==> config.mk <==
export PLATFORM = sky130hd
export DESIGN_NAME = apb_rr_arbiter
export DESIGN_NICKNAME = d
export VERILOG_FILES = /design/src/rtl/apb_rr_arbiter.sv
export SDC_FILE = /design/constraint.sdc
export NUM_CORES = 1
export LEC_CHECK = 0
export ABC_AREA = 1
export CORE_AREA = 2 2 128 130
export CTS_CLUSTER_SIZE = 10
export DETAILED_ROUTE_END_ITERATION = 16
export DIE_AREA = 0 0 130 132
export PLACE_DENSITY = 0.83
export SLEW_MARGIN = 20
export SYNTH_ARGS = -nofsm -noshare
export SYNTH_HDL_FRONTEND = slang
export SYNTH_SLANG_ARGS = --single-unit
export TNS_END_PERCENT = 50
==> constraint.sdc <==
create_clock -name b_pclk -period 1.45 [get_ports b_pclk]
set_input_delay 0.145 -clock b_pclk [delete_from_list [all_inputs] [get_ports b_pclk]]
set_output_delay 0.145 -clock b_pclk [all_outputs]
set_load 0.01 [all_outputs]
==> src/rtl/apb_rr_arbiter.sv <==
// Round-robin arbiter giving NUM_REQ requesters one APB master port. A zero-wait transfer returns rsp_vld 3 cycles after the request is seen.
// Requests are held until their rsp_vld. The slave stalls through b_pready, and a watchdog aborts ACCESS phases that never complete.
module apb_rr_arbiter #(
   parameter int NUM_REQ     = 2,
   parameter int ADDR_WD     = 32,
   parameter int DATA_WD     = 32,
   parameter int STRB_WD     = 4,
   parameter int PROT_WD     = 3,
   parameter int TIMEOUT_CYC = 64
) (
   input  logic                         b_pclk,
   input  logic                         b_prst_n,
   input  logic [NUM_REQ-1:0]           req_vld,
   input  logic [NUM_REQ-1:0]           req_write,
   input  logic [NUM_REQ*ADDR_WD-1:0]   req_addr,
   input  logic [NUM_REQ*DATA_WD-1:0]   req_wdata,
   input  logic [NUM_REQ*STRB_WD-1:0]   req_strb,
   input  logic [NUM_REQ*PROT_WD-1:0]   req_prot,
   output logic [NUM_REQ-1:0]           rsp_vld,
   output logic [DATA_WD-1:0]           rsp_rdata,
   output logic                         rsp_err,
   output logic [$clog2(NUM_REQ)-1:0]   grant_id,
   output logic                         busy,
   output logic                         b_psel,
   output logic                         b_penable,
   output logic                         b_pwrite,
   output logic [ADDR_WD-1:0]           b_paddr,
   output logic [DATA_WD-1:0]           b_pwdata,
   output logic [STRB_WD-1:0]           b_pstrb,
   output logic [PROT_WD-1:0]           b_pprot,
   input  logic [DATA_WD-1:0]           b_prdata,
   input  logic                         b_pready
);

   localparam int GW   = $clog2(NUM_REQ);
   localparam int WD_W = (TIMEOUT_CYC < 1) ? 1 : $clog2(TIMEOUT_CYC + 1);

   typedef enum logic [1:0] {ST_IDLE, ST_SETUP, ST_ACCESS} state_t;

   state_t               state_q, state_d;
   logic [GW-1:0]        ptr_q, ptr_d, gid_q, gid_d;
   logic [WD_W-1:0]      wd_cnt_q, wd_cnt_d;
   logic                 psel_q, psel_d, penable_q, penable_d, pwrite_q, pwrite_d;
   logic [ADDR_WD-1:0]   paddr_q, paddr_d;
   logic [DATA_WD-1:0]   pwdata_q, pwdata_d;
   logic [STRB_WD-1:0]   pstrb_q, pstrb_d;
   logic [PROT_WD-1:0]   pprot_q, pprot_d;
   logic [NUM_REQ-1:0]   rsp_vld_q, rsp_vld_d;
   logic [DATA_WD-1:0]   rsp_rdata_q, rsp_rdata_d;
   logic                 rsp_err_q, rsp_err_d, busy_q, busy_d;
   logic [NUM_REQ-1:0]   elig;
   logic                 win_vld, wd_expire;
   logic [GW-1:0]        win_idx;

   assign wd_expire = (TIMEOUT_CYC != 0) && (wd_cnt_q == WD_W'(TIMEOUT_CYC));

   // A requester being answered this cycle still holds req_vld, so it sits out this arbitration round.
   always_comb begin
      int idx;
      elig    = req_vld & ~rsp_vld_q;
      win_vld = 1'b0;
      win_idx = '0;
      idx     = 0;
      for (int k = 1; k <= NUM_REQ; k++) begin
         idx = (int'(ptr_q) + k) % NUM_REQ;
         if (!win_vld && elig[idx[GW-1:0]]) begin
            win_vld = 1'b1;
            win_idx = idx[GW-1:0];
         end
      end
   end

   always_ff @(posedge b_pclk) begin
      if (!b_prst_n) begin
         state_q     <= ST_IDLE;
         ptr_q       <= GW'(NUM_REQ - 1);
         gid_q       <= '0;
         wd_cnt_q    <= '0;
         psel_q      <= 1'b0;
         penable_q   <= 1'b0;
         pwrite_q    <= 1'b0;
         paddr_q     <= '0;
         pwdata_q    <= '0;
         pstrb_q     <= '0;
         pprot_q     <= '0;
         rsp_vld_q   <= '0;
         rsp_rdata_q <= '0;
         rsp_err_q   <= 1'b0;
         busy_q      <= 1'b0;
      end else begin
         state_q     <= state_d;
         ptr_q       <= ptr_d;
         gid_q       <= gid_d;
         wd_cnt_q    <= wd_cnt_d;
         psel_q      <= psel_d;
         penable_q   <= penable_d;
         pwrite_q    <= pwrite_d;
         paddr_q     <= paddr_d;
         pwdata_q    <= pwdata_d;
         pstrb_q     <= pstrb_d;
         pprot_q     <= pprot_d;
         rsp_vld_q   <= rsp_vld_d;
         rsp_rdata_q <= rsp_rdata_d;
         rsp_err_q   <= rsp_err_d;
         busy_q      <= busy_d;
      end
   end

   always_comb begin
      state_d = state_q;
      case (state_q)
         ST_IDLE:   if (win_vld) state_d = ST_SETUP;
         ST_SETUP:  state_d = ST_ACCESS;
         ST_ACCESS: if (b_pready || wd_expire) state_d = ST_IDLE;
         default:   state_d = ST_IDLE;
      endcase
   end

   always_comb begin
      ptr_d       = ptr_q;
      gid_d       = gid_q;
      wd_cnt_d    = wd_cnt_q;
      pwrite_d    = pwrite_q;
      paddr_d     = paddr_q;
      pwdata_d    = pwdata_q;
      pstrb_d     = pstrb_q;
      pprot_d     = pprot_q;
      rsp_vld_d   = '0;
      rsp_rdata_d = rsp_rdata_q;
      rsp_err_d   = rsp_err_q;
      psel_d      = (state_d != ST_IDLE);
      penable_d   = (state_d == ST_ACCESS);
      busy_d      = (state_d != ST_IDLE);
      case (state_q)
         ST_IDLE: begin
            if (win_vld) begin
               ptr_d    = win_idx;
               gid_d    = win_idx;
               pwrite_d = req_write[win_idx];
               paddr_d  = req_addr[win_idx*ADDR_WD +: ADDR_WD];
               pwdata_d = req_wdata[win_idx*DATA_WD +: DATA_WD];
               pstrb_d  = req_strb[win_idx*STRB_WD +: STRB_WD];
               pprot_d  = req_prot[win_idx*PROT_WD +: PROT_WD];
               wd_cnt_d = '0;
            end
         end
         ST_SETUP: wd_cnt_d = WD_W'(1);
         ST_ACCESS: begin
            // A ready slave on the final watchdog cycle still completes normally.
            if (b_pready) begin
               rsp_vld_d[gid_q] = 1'b1;
               rsp_rdata_d      = pwrite_q ? '0 : b_prdata;
               rsp_err_d        = 1'b0;
               wd_cnt_d         = '0;
            end else if (wd_expire) begin
               rsp_vld_d[gid_q] = 1'b1;
               rsp_rdata_d      = '0;
               rsp_err_d        = 1'b1;
               wd_cnt_d         = '0;
            end else if (TIMEOUT_CYC != 0) begin
               wd_cnt_d = wd_cnt_q + 1'b1;
            end
         end
         default: ;
      endcase
   end

   assign rsp_vld   = rsp_vld_q;
   assign rsp_rdata = rsp_rdata_q;
   assign rsp_err   = rsp_err_q;
   assign grant_id  = gid_q;
   assign busy      = busy_q;
   assign b_psel    = psel_q;
   assign b_penable = penable_q;
   assign b_pwrite  = pwrite_q;
   assign b_paddr   = paddr_q;
   assign b_pwdata  = pwdata_q;
   assign b_pstrb   = pstrb_q;
   assign b_pprot   = pprot_q;

endmodule

Word level (Yosys, flattened, before mapping):

Cells that the tools add are included.

* flip-flop bits (word level): 120
* memories kept: 0
* bits in read-only memories: 0
* bits in writable memories: 0
* latch bits: 0
* input bits: 181
* output and inout bits: 111

* magnitude comparators: 5
* bitwise gates (word level): 2
* multipliers: 1
* shifts and indexed selects: 4
* equal/unequal tests: 5
* div/mod/pow operators: 0
* reduce and logical (&&, ||, !) cells: 12
* muxes and demuxes: 26
* $add $sub $neg: 3

Operator list (count)
* $shiftx A64 B7 Y32: 2
* $mux W32: 3
* $mux W7: 3
* $pmux W7 S3: 1
* $mux W1: 13
* $lt A1 B2 Y1 const B: 4
* $mux W2: 4
* $reduce_and A2 Y1: 4
* $shiftx A8 B4 Y4: 1
* $add A7 B1 Y7 const B: 1
* $eq A7 B7 Y1 const B: 1
* $pmux W2 S3: 1
* $shiftx A6 B4 Y3: 1
* $eq A2 B2 Y1 const B: 2
* $reduce_bool A2 Y1: 2
* $mul A1 B2 Y3 const B: 1
* $reduce_bool A3 Y1: 1
* $add A1 B1 Y1 const B: 2
* $and A2 B2 Y2: 1
* $eq A2 B1 Y1 const B: 1
* $logic_and A1 B1 Y1: 2
* $logic_not A2 Y1: 1
* $ne A2 B2 Y1 const B: 1
* $not A2 Y2: 1
* other kinds (4): 4

Depth between registers and ports, before layout:

Gate-level depths: netlist of run 1.

* depth in word-level cells: 11
* mapped depth: 11
* gate-level depth less buffers: 11

Worst setup path before layout of run 1:

OpenSTA, ideal clock, no wires.

* path type: register to register
* from: register state_q[0]
* to: register paddr_q[10] (netlist: b_paddr[10])
* period minus slack after synthesis: 1.426 ns
* path buffers: 2
* cell stages (with the launch flop): 9
* slack: 0.024 ns
* setup time: 0.116 ns
* arrival time: 1.310 ns
* path through: dfxtp_1 -> inv_1 -> ha_1 -> inv_2 -> nor2_8 -> buf_6 -> buf_4 -> o211ai_1 -> inv_1

* longest elaborated chain between the ends: 2

Ends and longest elaborated chain
* start: declaration: RTL line 40 `state_t state_q, state_d;`
* start signal: assignment: RTL line 91 `state_q <= state_d;`
* $logic_not A2 Y1: RTL line 134 `case (state_q)`
* $reduce_and A2 Y1 (no source line)
* end signal: assignment: RTL line 98 `paddr_q <= paddr_d;`
* end: declaration: RTL line 44 `logic [ADDR_WD-1:0] paddr_q, paddr_d;`

No other way between the ends.
A chain may end at the register's enable or synchronous reset.

Worst setup path in the final report of run 1:

* from: register wd_cnt_q[0]
* to: register rsp_rdata_q[21] (netlist: rsp_rdata[21])

* longest elaborated chain between the ends: 3

Ends and longest elaborated chain
* start: declaration: RTL line 42 `logic [WD_W-1:0] wd_cnt_q, wd_cnt_d;`
* start signal: assignment: RTL line 94 `wd_cnt_q <= wd_cnt_d;`
* $eq A7 B7 Y1: RTL line 55 `assign wd_expire = (TIMEOUT_CYC != 0) && (wd_cnt_q == WD_W'(TIMEOUT_CYC));`
* $reduce_bool A2 Y1 (no source line)
* $reduce_and A2 Y1 (no source line)
* end signal: assignment: RTL line 103 `rsp_rdata_q <= rsp_rdata_d;`
* end: declaration: RTL line 49 `logic [DATA_WD-1:0] rsp_rdata_q, rsp_rdata_d;`

No other way between the ends.

==> results by group, run 1 <==
Status
  – Status: finished with violations
  – Failing checks: negative setup slack

Place
  – Post-DP HPWL: about 13 mm
  – PortBufs: a little under 300
  – Placed insts: around 1200
  – Area after DPL: between 8000 and 9000 µm²
  – Routability cong.: slightly below 0.8

Global routing
  – Most Used Layer, Global Route: met2
  – Vias in the first global route: 5893
  – Met2 GRT Util: 0.362
  – M3 GR Usage: 0.0653
  – Global-route wire length before repair: between 20 and 30 mm
  – Largest net degree at the start of global routing: 49
  – GR Util All Layers: 0.212
  – Initial antenna violation count: 0
  – GR Overflow Total: 0
  – Met1 Resource Use GR: 0.243

Power and ir drop
  – Clock power frac: 0.318
  – Sequential Power Share: 0.302
  – Peak VDD IR: 0.919 mV
  – Pleak: 0.00519 µW
  – Combinational power share: 0.380
  – Power Total: between 10000 and 15000 µW
  – Switch share: 0.326
  – Power Internal: around 9400 µW
  – Pwr/cell area: 1370 nW/µm²
  – Switching Power: roughly 4500 µW

Final layout
  – FILL cells: approximately 1300
  – Post-Layout Cell Count: around 1300
  – Sequential cell area: about 2400 µm²
  – Multi-input logic area: ~2800 µm²
  – Post-layout nets: approximately 1200
  – Area growth, synth to finish: 81.9%
  – Fin area: between 10000 and 15000 µm²
  – Antenna diode count: 0
  – Fraction of layout cells with a size suffix above 1: 0.216

STA
  – Worst Hold Slack: 0.177 ns
  – Worst slew pin tran: roughly 0.44 ns
  – F_max: approximately 0.69 GHz
  – Final Hold Vio Count: 0
  – Skew final: approximately 0.011 ns
  – Final Slew Violations: 0
  – Max-slew headroom: 0.708
  – Final worst slack: -0.00885 ns
  – RSZ-0062 raised after global routing: true
  – Post-route clock period utilization: 1.01
  – Final min period: 1.46 ns
  – Final setup viols: 2

Yosys
  – #FFs+latches synth: 120
  – Adder-cell area share of the yosys netlist: 0.0134
  – Post-synth top area share: 0.428
  – Post-synthesis sequential area ratio: 0.428
  – Mean Syn Cell Area: 7.53 µm²
  – Simple logic cell fraction of the synthesized area: 0.273
  – Net Count, Synth: roughly 930
  – Unique masters post-synth: 26
  – Most frequent cell after synthesis: nand2_1
  – Primary FF master, synth: dfxtp_1
  – Mux cell area share after synthesis: 0
  – Synth Instances: between 700 and 800
  – Synth cell count leaders: 207 x nand2_1, 120 x dfxtp_1, 113 x nand3_1
  – Synthesized area: about 5600 µm²
  – Post-synth EDFFs: 0
  – Post-synth ARST share: 0
  – Ranking of synthesized cells by area: dfxtp_1 43%, nand2_1 14%, nand3_1 10%
  – Syn. warnings: 0
  – Post-Synth XOR/XNOR Area: 0
  – Main combinational cell family by area after synthesis: simple AND/OR/NAND/NOR gates
  – Synth Area in Compound Gates: 0.162
  – Synth area leader: dfxtp_1

Clock tree
  – Hold buffer count at CTS: 0
  – TritonCTS clock tree: done
  – Clock H-tree levels: 4
  – CTS Root Cell: clkbuf_16
  – Clock slew at reported path FFs: 0.06 ns
  – CTS Buf Count: 17
  – Clock sink count: 120
  – Clock Latency Late Sink: approximately 0.42 ns
  – Maximum root-to-sink buffer count: 2

Min path
  – Worst hold path type: in2reg

Worst setup path
  – Crit-path slowest cell: dfxtp_2
  – Crit path arrival time: 1.76 ns
  – Critical Path End Type: register
  – Startpoint Class: register
  – Most common cell on crit path: inv_2
  – Slowest Stage Delay on Critical Path: 0.32 ns
  – Family with the most delay on the worst path: simple AND/OR/NAND/NOR gates
  – Worst reg2reg setup slack: -0.009 ns
  – Crit Path Class: reg2reg
  – Worst-path cell chain: inv_2 -> ha_4 -> inv_2 -> nor2_2 -> nand3_2 -> nand2_4 -> nand2_8 -> clkbuf_16 -> nand3_1 -> o21ai_1
  – CP bufs+invs: 3
  – Worst path required time: roughly 1.8 ns
  – Crit-path max FO: 8

Detailed routing
  – DRC: 0
  – First-pass detailed-route iteration total: 5
  – Vias per cell: around 4.8
  – Antenna viol nets, final: 0
  – Drt initial violations: 245
  – Drt total wl: 19.8 mm
  – Vias: a little over 6000
  – Routed wire per std cell: around 15 µm

Die
  – Number of cell rows: between 40 and 50
  – CORE AREA: between 15000 and 20000 µm²
  – # IOs: slightly below 300
  – Chip height: between 100 and 150 µm
  – Die Wd: roughly 130 µm
  – Die Area: around 17000 µm²
  – Starting density of the core: 0.357

Job
  – Maxcap violations: 0
## tightest hold or removal path, stage by stage
cell	delay (ns)
buf_4	0.24
nand2_1	0.12
nor2_1	0.03
## cell families after synthesis
| logic type | count (synthesis) |
|---|---|
| AND/OR/NAND/NOR | 353 |
| buffers and inverters | 152 |
| flip-flops | 120 |
| AO/OA/AOI/OAI | 114 |
| adder cells (fa/ha/maj) | 6 |
## flip-flops by register name, indices dropped and copies added, names as in the netlist, 2 cells and up
signal / cells
b_paddr: 32
b_pwdata: 32
rsp_rdata: 32
wd_cnt_q: 7
b_pstrb: 4
b_pprot: 3
rsp_vld: 2
state_q: 2
## final timing paths
check / endpoint / start / cells past startpoint
worst max-delay path: rsp_rdata[21]$_SDFFE_PN0P_ / wd_cnt_q[0]$_SDFFE_PN0P_ / 10
worst min register to register: rsp_rdata[8]$_SDFFE_PN0P_ / rsp_rdata[8]$_SDFFE_PN0P_ / 2
worst max register to register: rsp_rdata[21]$_SDFFE_PN0P_ / wd_cnt_q[0]$_SDFFE_PN0P_ / 10
worst min-delay path: wd_cnt_q[1]$_SDFFE_PN0P_ / b_prst_n / 3
## layout by cell type (no fill, tap or decap), types with 4 or more instances in the layout
| master | netlist | routed |
|---|---|---|
| nand2_1 | 207 | 204 |
| clkdlybuf4s50_1 | 0 | 180 |
| dfxtp_1 | 120 | 113 |
| dlygate4sd2_1 | 0 | 81 |
| nand3_1 | 113 | 72 |
| inv_1 | 61 | 55 |
| inv_2 | 39 | 42 |
| o211ai_1 | 42 | 42 |
| nand3_2 | 1 | 41 |
| o211ai_2 | 30 | 30 |
| o21ai_1 | 19 | 29 |
| dlymetal6s2s_1 | 0 | 29 |
| clkbuf_16 | 0 | 24 |
| buf_4 | 10 | 22 |
| nor2_1 | 20 | 18 |
| buf_12 | 0 | 16 |
| buf_6 | 7 | 8 |
| dfxtp_2 | 0 | 7 |
| nand2_2 | 4 | 5 |
| o21ai_0 | 17 | 4 |
| a21oi_1 | 4 | 4 |
| clkinv_4 | 0 | 4 |
## power by group through the flow
stage | Combinational [µW] | Clock, µW | Sequential [µW]
after global routing | 5730 | 4660 | 4280
after CTS | 4930 | 4520 | 4220
after global placement | 4620 | 0 | 4270
final | 5290 | 4440 | 4220
after detailed placement | 4690 | 0 | 4290
after floorplan | 2100 | 0 | 4510
## stage by stage
stage | util | setup slack (ns) | TNS [ns]
global placement | 0.568 | -0.246 | -12.24
CTS | 0.614 | -0.0238 | -0.0877
global route | 0.650 | -0.102 | -2.79
floorplan | - | 0.0236 | 0
detailed placement | 0.568 | -0.260 | -13.78
finish | 0.650 | -0.00885 | -0.0165
## per-layer routing
layer | up-vias | wire length (µm)
li1 | 3060 | -
met1 | 2861 | 7970
met2 | 251 | 9720
met3 | 36 | 1590
met4 | 0 | 497
met5 | - | 0
## layout make-up
class / instances / area share
timing repair buffer: 347 / 0.363
multi-input combinational: 473 / 0.276
sequential: 120 / 0.236
clock buffer: 19 / 0.0444
inverter: 100 / 0.0375
tap: 216 / 0.0265
clock inverter: 13 / 0.0165
## what timing repair did
action / in CTS / in global routing
setup endpoints to repair: 159 / 139
setup buffers: 5 / 3
resized for setup: 98 / 115
endpoints found under the hold margin: 0 / 0
cloned: 3 / 8
pin swaps: 4 / 11
Power figures use the tool's default switching activity.
==> run 2: changes to the inputs <==
ABC_CLOCK_PERIOD_IN_PS = 1450   (was unset)
==> results of run 2 <==
No change in the layout: final DEF, timing and power equal those of run 1.
==> run 3: changes to the inputs <==
PLACE_DENSITY = 0.86   (was 0.83)
==> results by group, run 3 (synthesis gave the netlist of run 1 again) <==
Min path
  – Hold depth: 3 (unchanged)
  – Worst hold path type: in2reg

Global routing
  – GR Overflow Total: 0 (unchanged)
  – Global-route wire length before repair: 28.8 mm (-0.50%)
  – Initial antenna violation count: 0 (unchanged)
  – Largest net degree at the start of global routing: 60 (+22%)
  – Vias in the first global route: 5958 (+1.1%)
  – GR Util All Layers: 0.210 (-0.00147)

Status
  – Status: finished with violations
  – Failing checks: negative setup slack

Worst setup path
  – Reg2reg path depth: 9 (-1)
  – Critical Path End Type: register
  – Crit path arrival time: 1.87 ns (+0.11 ns)
  – Crit-path max FO: 17 (+9)
  – CP bufs+invs: 3 (unchanged)
  – Family with the most delay on the worst path: simple AND/OR/NAND/NOR gates
  – Startpoint Class: register
  – Crit Path Class: reg2reg
  – CP Depth: 9 (-1)
  – Crit-path slowest cell: dfxtp_2
  – Worst-path cell chain: inv_2 -> ha_4 -> inv_2 -> nor2_2 -> nand3_2 -> nand2_4 -> nand3_4 -> clkbuf_16 -> o21ai_1
  – Slowest Stage Delay on Critical Path: 0.32 ns (about the same)
  – Worst path required time: 1.79 ns (+0.04 ns)
  – Most common cell on crit path: inv_2

STA
  – Final worst slack: -0.0818 ns (-0.0730 ns)
  – Max-slew headroom: 0.783 (+0.0745)
  – Post-route clock period utilization: 1.06 (+0.0503)
  – Worst Hold Slack: 0.120 ns (-0.0574 ns)
  – Skew final: 0.00860 ns (-0.00190 ns)
  – Final min period: 1.53 ns (+0.0730 ns)
  – F_max: 0.653 GHz (-4.8%)
  – Setup TNS: -0.469 ns (-0.452 ns)
  – Final setup viols: 19 (+17)
  – Final Slew Violations: 0 (unchanged)
  – Worst slew pin tran: 0.326 ns (-0.112 ns)
  – RSZ-0062 raised after global routing: true
  – Final Hold Vio Count: 0 (unchanged)

Clock tree
  – CTS Buf Count: 17 (unchanged)
  – Clock slew at reported path FFs: 0.06 ns (about the same)
  – Clock Latency Late Sink: 0.41 ns (about the same)
  – Maximum root-to-sink buffer count: 2 (unchanged)
  – TritonCTS clock tree: done
  – CTS Root Cell: clkbuf_16
  – Clock H-tree levels: 4 (unchanged)
  – Clock sink count: 120 (unchanged)

Power and ir drop
  – Combinational power share: 0.391 (+0.011)
  – Power Internal: 9640 µW (+2.5%)
  – Sequential Power Share: 0.296 (-0.006)
  – Clock power frac: 0.314 (-0.004)
  – Switching Power: 4610 µW (+1.6%)
  – Power Total: 14300 µW (+2.2%)
  – Pwr/cell area: 1380 nW/µm² (+1.2%)
  – Peak VDD IR: 0.869 mV (-5.4%)
  – Switch share: 0.324 (-0.00201)
  – Pleak: 0.00529 µW (+2.0%)

Final layout
  – FILL cells: 1234 (-2.3%)
  – Post-layout nets: 1257 (+0.88%)
  – Commonest cells after routing, fill and taps aside: 201 x nand2_1, 183 x clkdlybuf4s50_1, 114 x dfxtp_1
  – Area growth, synth to finish: 83.7%
  – Antenna diode count: 0 (unchanged)
  – Fraction of layout cells with a size suffix above 1: 0.218 (+0.00150)
  – Commonest non-fill, non-tap cell in the layout: nand2_1

Place
  – Post-DP HPWL: 13.0 mm (+3.0%)
  – PortBufs: 291 (unchanged)
  – Place WS: -0.262 ns (-0.00268 ns)
  – Routability cong.: 0.808 (+5.0%)

Die
  – Die Area: 17200 µm² (unchanged)
  – Die Wd: 130 µm (unchanged)
  – # IOs: 292 (unchanged)
  – CORE AREA: 15700 µm² (unchanged)
  – Number of cell rows: 46 (unchanged)
  – Starting density of the core: 0.357 (unchanged)
  – Chip height: 132 µm (unchanged)

Job
  – Maxcap violations: 0 (unchanged)

Detailed routing
  – Drt initial violations: 295 (+20%)
  – Vias: 6412 (+3.3%)
  – Vias per cell: 4.94 (+2.4%)
  – Drt total wl: 21.6 mm (+9.4%)
  – DRC: 0 (unchanged)
  – Antenna viol nets, final: 0 (unchanged)
  – First-pass detailed-route iteration total: 4 (-1)
  – Routed wire per std cell: 16.7 µm (+8.5%)
[run 3: timing repair]
action / in CTS / in global routing
hold buffers: 0 / 0
setup endpoints to repair: 148 / 147
setup buffers: 3 / 7
resized for setup: 92 / 125
cloned: 3 / 12
pin swaps: 1 / 25
[run 3: final timing paths]
kind                              startpoint                          to  slack (ns)
setup / recovery    wd_cnt_q[0]$_SDFFE_PN0P_   rsp_rdata[3]$_SDFFE_PN0P_       -0.08
hold / removal                      b_prst_n       state_q[1]$_SDFF_PN0_        0.12
setup reg to reg    wd_cnt_q[0]$_SDFFE_PN0P_   rsp_rdata[3]$_SDFFE_PN0P_       -0.08
hold reg to reg   rsp_rdata[29]$_SDFFE_PN0P_  rsp_rdata[29]$_SDFFE_PN0P_        0.47
[run 3: power groups by stage]
stage	Clock [µW]	Combinational, µW	Sequential [µW]
floorplan	0	2100	4510
global placement	0	4570	4270
detailed placement	0	4670	4290
CTS	4540	4850	4220
global route	4680	5980	4280
finish	4470	5570	4220
[run 3: area by class of cell]
cell class	count	area, µm²	area share
Tap cell	216	270	0.0262
Clock inverter	12	175	0.0170
Multi-Input combinational cell	473	2780	0.269
Inverter	100	390	0.0379
Clock buffer	20	447	0.0433
Timing Repair Buffer	358	3840	0.373
Sequential cell	120	2410	0.234
[run 3: through the flow]
| step | std cells | cell area [µm²] | util |
|---|---|---|---|
| 2_1_floorplan | 745 | 5610 | - |
| 3_3_place_gp | 1242 | 8930 | 0.568 |
| 3_5_place_dp | 1242 | 8930 | 0.568 |
| 4_1_cts | 1280 | 9620 | 0.612 |
| 5_1_grt | 1299 | 10300 | 0.656 |
| 6_report | 1299 | 10300 | 0.656 |
[run 3: worst reg2reg max path, stage by stage (launching register included)]
cell and delay (ns):
dfxtp_2 0.32, inv_2 0.07, ha_4 0.13, inv_2 0.03, nor2_2 0.10, nand3_2 0.13, nand2_4 0.15, nand3_4 0.14
clkbuf_16 0.22, o21ai_1 0.17
[run 3: metal layers]
layer,track usage,share of wire,vias to the layer above
li1,-,-,3082
met1,0.237,0.38,2974
met2,0.362,0.50,306
met3,0.0767,0.093,50
met4,0.0753,0.028,0
met5,0,0,-
